==> src/rtl/fifo_push_scheduler.sv <==
// Round-robin push scheduler: shares one downstream FIFO between NUM_REQ producers with per-producer quota and drain/flush.
// Define FIFO_PUSH_SCHEDULER_STATS_EN to add the stall_cnt_o stall-cycle counter port.
module fifo_push_scheduler #(
  parameter int NUM_REQ    = 4,
  parameter int DATA_WIDTH = 32,
  parameter int QUOTA      = 2,
  localparam int IDW       = $clog2(NUM_REQ),
  localparam int CW        = $clog2(QUOTA + 1)
) (
  input  logic                          clk_i,
  input  logic                          rst_i,
  input  logic [NUM_REQ-1:0]            req_valid_i,
  input  logic [NUM_REQ*DATA_WIDTH-1:0] req_data_i,
  output logic [NUM_REQ-1:0]            req_ready_o,
  output logic                          fifo_push_o,
  output logic [IDW+DATA_WIDTH-1:0]     fifo_data_o,
  input  logic                          fifo_full_i,
  input  logic                          fifo_empty_i,
  input  logic                          fifo_pop_i,
  input  logic [IDW-1:0]                fifo_pop_id_i,
  input  logic                          drain_i,
  output logic                          fifo_flush_o,
`ifdef FIFO_PUSH_SCHEDULER_STATS_EN
  output logic [31:0]                   stall_cnt_o,
`endif
  output logic                          busy_o
);

  localparam int SW = IDW + 1;

  typedef enum logic [1:0] {RUN, DRAIN, FLUSH} state_t;

  state_t               state_q;
  logic [IDW-1:0]       rr_q;
  logic [IDW-1:0]       win;
  logic                 found;
  logic [NUM_REQ-1:0]   elig;

  // Per-producer occupancy counters; a grant and a matching pop in one cycle cancel.
  generate
    for (genvar gi = 0; gi < NUM_REQ; gi++) begin : g_cnt
      logic [CW-1:0] cnt_q;
      logic          inc;
      logic          dec;

      assign inc      = req_ready_o[gi];
      assign dec      = fifo_pop_i && (fifo_pop_id_i == IDW'(gi));
      assign elig[gi] = req_valid_i[gi] && (cnt_q < CW'(QUOTA)) &&
                        (state_q == RUN) && !fifo_full_i;

      always_ff @(posedge clk_i) begin
        if (rst_i || state_q == FLUSH) begin
          cnt_q <= '0;
        end else if (inc && !dec) begin
          cnt_q <= cnt_q + 1'b1;
        end else if (dec && !inc && cnt_q != '0) begin
          cnt_q <= cnt_q - 1'b1;
        end
      end
    end
  endgenerate

  // Search eligible producers starting at rr_q, wrapping at NUM_REQ (not necessarily a power of two).
  always_comb begin
    logic [SW-1:0] idx;
    found       = 1'b0;
    win         = '0;
    req_ready_o = '0;
    for (int k = 0; k < NUM_REQ; k++) begin
      idx = {1'b0, rr_q} + SW'(k);
      if (idx >= SW'(NUM_REQ)) idx = idx - SW'(NUM_REQ);
      if (!found && elig[idx[IDW-1:0]]) begin
        found = 1'b1;
        win   = idx[IDW-1:0];
      end
    end
    if (found) req_ready_o[win] = 1'b1;
  end

  assign fifo_push_o  = found;
  assign fifo_data_o  = found ? {win, req_data_i[win*DATA_WIDTH +: DATA_WIDTH]} : '0;
  assign fifo_flush_o = (state_q == FLUSH);
  assign busy_o       = (state_q != RUN);

  always_ff @(posedge clk_i) begin
    if (rst_i) begin
      state_q <= RUN;
      rr_q    <= '0;
    end else begin
      case (state_q)
        RUN: begin
          if (found) rr_q <= (win == IDW'(NUM_REQ - 1)) ? '0 : win + 1'b1;
          if (drain_i) state_q <= DRAIN;
        end
        DRAIN: begin
          if (fifo_empty_i && !fifo_pop_i) state_q <= FLUSH;
        end
        FLUSH: begin
          state_q <= RUN;
          rr_q    <= '0;
        end
        default: state_q <= RUN;
      endcase
    end
  end

`ifdef FIFO_PUSH_SCHEDULER_STATS_EN
  always_ff @(posedge clk_i) begin
    if (rst_i || state_q == FLUSH) begin
      stall_cnt_o <= '0;
    end else if ((|req_valid_i) && !fifo_push_o && stall_cnt_o != 32'hFFFF_FFFF) begin
      stall_cnt_o <= stall_cnt_o + 32'd1;
    end
  end
`endif

endmodule

==> config.mk <==
export PLATFORM = sky130hd
export DESIGN_NAME = fifo_push_scheduler
export DESIGN_NICKNAME = d
export VERILOG_FILES = /design/src/rtl/fifo_push_scheduler.sv
export SDC_FILE = /design/constraint.sdc
export NUM_CORES = 1
export LEC_CHECK = 0
export BUFFER_PORTS_ARGS = -buffer_cell sky130_fd_sc_hd__buf_2
export CAP_MARGIN = 15
export CORE_ASPECT_RATIO = 0.9
export CORE_MARGIN = 3
export CORE_UTILIZATION = 39
export CTS_CLUSTER_SIZE = 40
export DETAILED_ROUTE_END_ITERATION = 12
export GPL_TIMING_DRIVEN = 0
export PLACE_DENSITY = 0.84
export SETUP_SLACK_MARGIN = 0.4
export SLEW_MARGIN = 5
export SYNTH_ARGS = -nofsm -noshare
export SYNTH_HDL_FRONTEND = slang
export SYNTH_SLANG_ARGS = --single-unit
==> constraint.sdc <==
create_clock -name clk_i -period 3.4 [get_ports clk_i]
set_clock_uncertainty 0.05 [all_clocks]
set_input_delay 0.17 -clock clk_i [delete_from_list [all_inputs] [get_ports clk_i]]
set_output_delay 0.17 -clock clk_i [all_outputs]
set_load 0.1 [all_outputs]
==> flow_metrics.py <==
metrics = {
    "setup_path": {
        "cp-end-kind": "output pin",
        "crit_fanout": 10,
        "timing.rr.end": "g_cnt[0].cnt_q[1]$_SDFFE_PP0P_",
        "worstPathArrival_ns": 2.63,
        "reg2regPathDepth": 11,
        "worstSetupStartpointType": "flip-flop",
        "r2r_start": "g_cnt[2].cnt_q[1]$_SDFFE_PP0P_",
        "crit_start": "g_cnt[2].cnt_q[1]$_SDFFE_PP0P_",
        "critPathKind": "reg -> out",
        "critPathRequiredTime_ns": 3.18,
        "rrSetupSlack_ns": 0.58,
    },
    "pwr": {
        "p_leak_nw": 1.507,
        "clockPowerShare_pct": 14.7,
        "switching_share_pct": 55.94,
        "seq_power_share_pct": 14.7,
        "combPwrFrac_pct": 70.6,
        "internal-power_uw": 463.2,
        "ir_worst_vdd_mv": 0.2477,
        "powerDensity_mw_per_mm2": 322.3,
        "p_switching_uw": 588.1,
        "total_power_mw": 1.051,
    },
    "grt": {
        "grt_usage_pct": 20.65,
        "antenna_found_initial": 0,
        "overflow": 0,
        "grt_pass1_vias": 2376,
        "grt_max_degree": 12,
        "grt_pass1_wl_mm": 10.35,
    },
    "route": {
        "drt-wirelength-per-cell_um": 14.70,
        "vias": 2748,
        "via_per_inst": 5.452,
        "drt_pass1_iterations": 4,
        "drc_errors": 0,
        "finalWirelength_mm": 7.411,
        "antenna_left": 0,
        "drt_iter0_markers": 162,
    },
    "cells_and_area": {
        "multiInputGateArea_mm2": 0.001793,
        "fillCellCount": 422,
        "final_nets": 584,
        "syn2layout_area_growth_pct": 59.06,
        "instances_no_fill": 504,
        "antennaDiodeCount": 0,
        "drive_above_1_share_pct": 55.13,
        "seqCellArea_um2": 240.2,
    },
    "logic_synthesis": {
        "synth-edff-count": 0,
        "ys_top_cells_by_area": "mux2i_1, dfxtp_1, mux2_2, a21oi_1, mux2_1",
        "synth_cells": 252,
        "synthArstFlopShare_pct": 0,
        "synth_commonest_cells": "mux2i_1, a21oi_1, mux2_2, o22ai_1",
        "synthFlopType": "dfxtp_1",
        "syn_area_mm2": 0.002051,
        "yosysTopAreaCell": "mux2i_1",
        "yosysWarnings": 0,
        "yosys.cell_types.count": 41,
        "yosysMostFrequentCell": "mux2i_1",
        "netlist.area_leader.share_pct": 18.55,
        "syn-num-nets": 396,
        "synth-seq-cells": 12,
        "seq_area_frac_synth_pct": 11.71,
        "syn_avg_cell_area_um2": 8.138,
    },
    "min_path": {
        "min_from": "rst_i",
        "hold_depth": 2,
        "min_to": "rr_q[1]$_SDFFE_PP0P_",
        "hold_path.class": "in -> reg",
    },
    "cts": {
        "clk_pin_slew_ns": 0.05,
        "clock_latency_ns": 0.24,
        "cts_htree_levels": 1,
        "numCtsBuffers": 3,
        "cts_hold_buf": 0,
        "cts_tree": "done",
        "cts.sinks": 12,
        "cts_root_buf": "clkbuf_8",
        "cts_buffer_depth": 2,
    },
    "timing": {
        "tightest_slew_ns": 0.4983,
        "post-route-period-util_pct": 83.90,
        "slew_headroom_pct": 67.01,
        "whs_ns": 0.09735,
        "fin_crit_ns": 2.853,
        "setup_viol": 0,
        "slew_violations": 0,
        "tns_ns": 0,
        "max_freq_ghz": 0.3506,
        "rsz0062_at_grt": "yes",
        "hold_violations": 0,
    },
    "floorplanning": {
        "top_level_ports": 181,
        "core_mm2": 0.004955,
        "fp.dieW_um": 82.44,
        "num_rows": 24,
        "dieArea_mm2": 0.006165,
        "die_y_um": 74.79,
        "start_util_pct": 41.39,
    },
    "flow_run": {
        "maxCapViolations": 0,
    },
    "placed_design": {
        "place_inst": 497,
        "port_buffers": 180,
        "gp_congestion": 0.8460,
        "dp_hpwl_mm": 6.067,
    },
    "status": {
        "outcome": "complete, no violations",
    },
}
## worst max-delay path by stage
stage / endpoint / slack [ns] / depth (start not counted)
6_report: fifo_data_o[24] / 0.55 / 8
5_1_grt: g_cnt[0].cnt_q[1]$_SDFFE_PP0P_ / 0.39 / 11
4_1_cts: fifo_data_o[20] / 0.40 / 9
3_5_place_dp: g_cnt[0].cnt_q[0]$_SDFFE_PP0P_ / 0.31 / 11
3_3_place_gp: g_cnt[0].cnt_q[0]$_SDFFE_PP0P_ / 0.36 / 11
2_1_floorplan: fifo_data_o[0] / -0.26 / 6
## per-stage QoR
step                utilization, %  setup slack (ns)  instance area, um^2
detailed placement           62.68            0.3149                 3105
global placement             62.68            0.3610                 3105
floorplan                        -           -0.2609                 2123
finish                       65.83            0.5474                 3262
global route                 65.83            0.3939                 3262
CTS                          64.42            0.4020                 3192
## worst max-delay path, stage by stage, from the launching register on
cell      delay, ns
dfxtp_1        0.38
nand2b_1       0.28
o31ai_4        0.43
nor3_4         0.10
inv_4          0.13
buf_6          0.17
mux2_1         0.35
mux2_2         0.28
clkbuf_4       0.28
## registers in the layout, summed over array words and instances (netlist names)
| name | count |
|---|---|
| rr_q | 2 |
| state_q | 2 |
| g_cnt.cnt_q | 8 |
## cells by family (layout without fill, tap and decap cells)
family / count (synthesis) / in the layout / synth area share [%]
muxes: 68 / 68 / 35.02
and+or+nand+nor: 61 / 61 / 19.16
AOI/OAI and AO/OA: 81 / 81 / 25.69
DFF: 12 / 12 / 11.71
buffers and inverters: 26 / 213 / 5.979
adders and majority gates: 4 / 4 / 2.441
## placed cells by master, fill, tap and decap left out, types with 7 or more instances in the layout
| cell | Yosys | final |
|---|---|---|
| buf_2 | 6 | 169 |
| mux2i_1 | 38 | 38 |
| a21oi_1 | 28 | 27 |
| mux2_2 | 20 | 20 |
| nand4_1 | 15 | 15 |
| o31ai_1 | 15 | 15 |
| buf_4 | 0 | 14 |
| dfxtp_1 | 12 | 12 |
| mux2_1 | 10 | 10 |
| o22ai_2 | 0 | 8 |
| o22ai_1 | 17 | 8 |
| nor3_1 | 7 | 7 |
## cell type report
type	count	share of cell area (%)
sequential	12	7.365
timing repair buffer	183	29.46
buffer	19	3.145
multi-input combinational	214	54.97
tap	65	2.493
clock buffer	4	1.688
inverter	7	0.8822
## power groups by stage
stage / Clock, mW / Combinational (mW) / Sequential, mW
6_report: 0.155 / 0.743 / 0.154
5_1_grt: 0.165 / 0.784 / 0.155
4_1_cts: 0.158 / 0.726 / 0.154
3_5_place_dp: 0 / 0.718 / 0.156
3_3_place_gp: 0 / 0.710 / 0.155
2_1_floorplan: 0 / 0.558 / 0.154
## metal layers
| layer | track usage, % | share of wire, % |
|---|---|---|
| met1 | 23.70 | 36 |
| met2 | 39.86 | 53 |
| met3 | 4.067 | 9.8 |
| met4 | 3.137 | 0.80 |
| met5 | 0 | 0 |
## timing repair
item                                    in CTS  in global routing
setup buffers                                0                  3
endpoints found under the setup margin      20                 31
pin swaps                                    0                  3
gates resized for setup                      7                 29
Power figures use the tool's default switching activity.
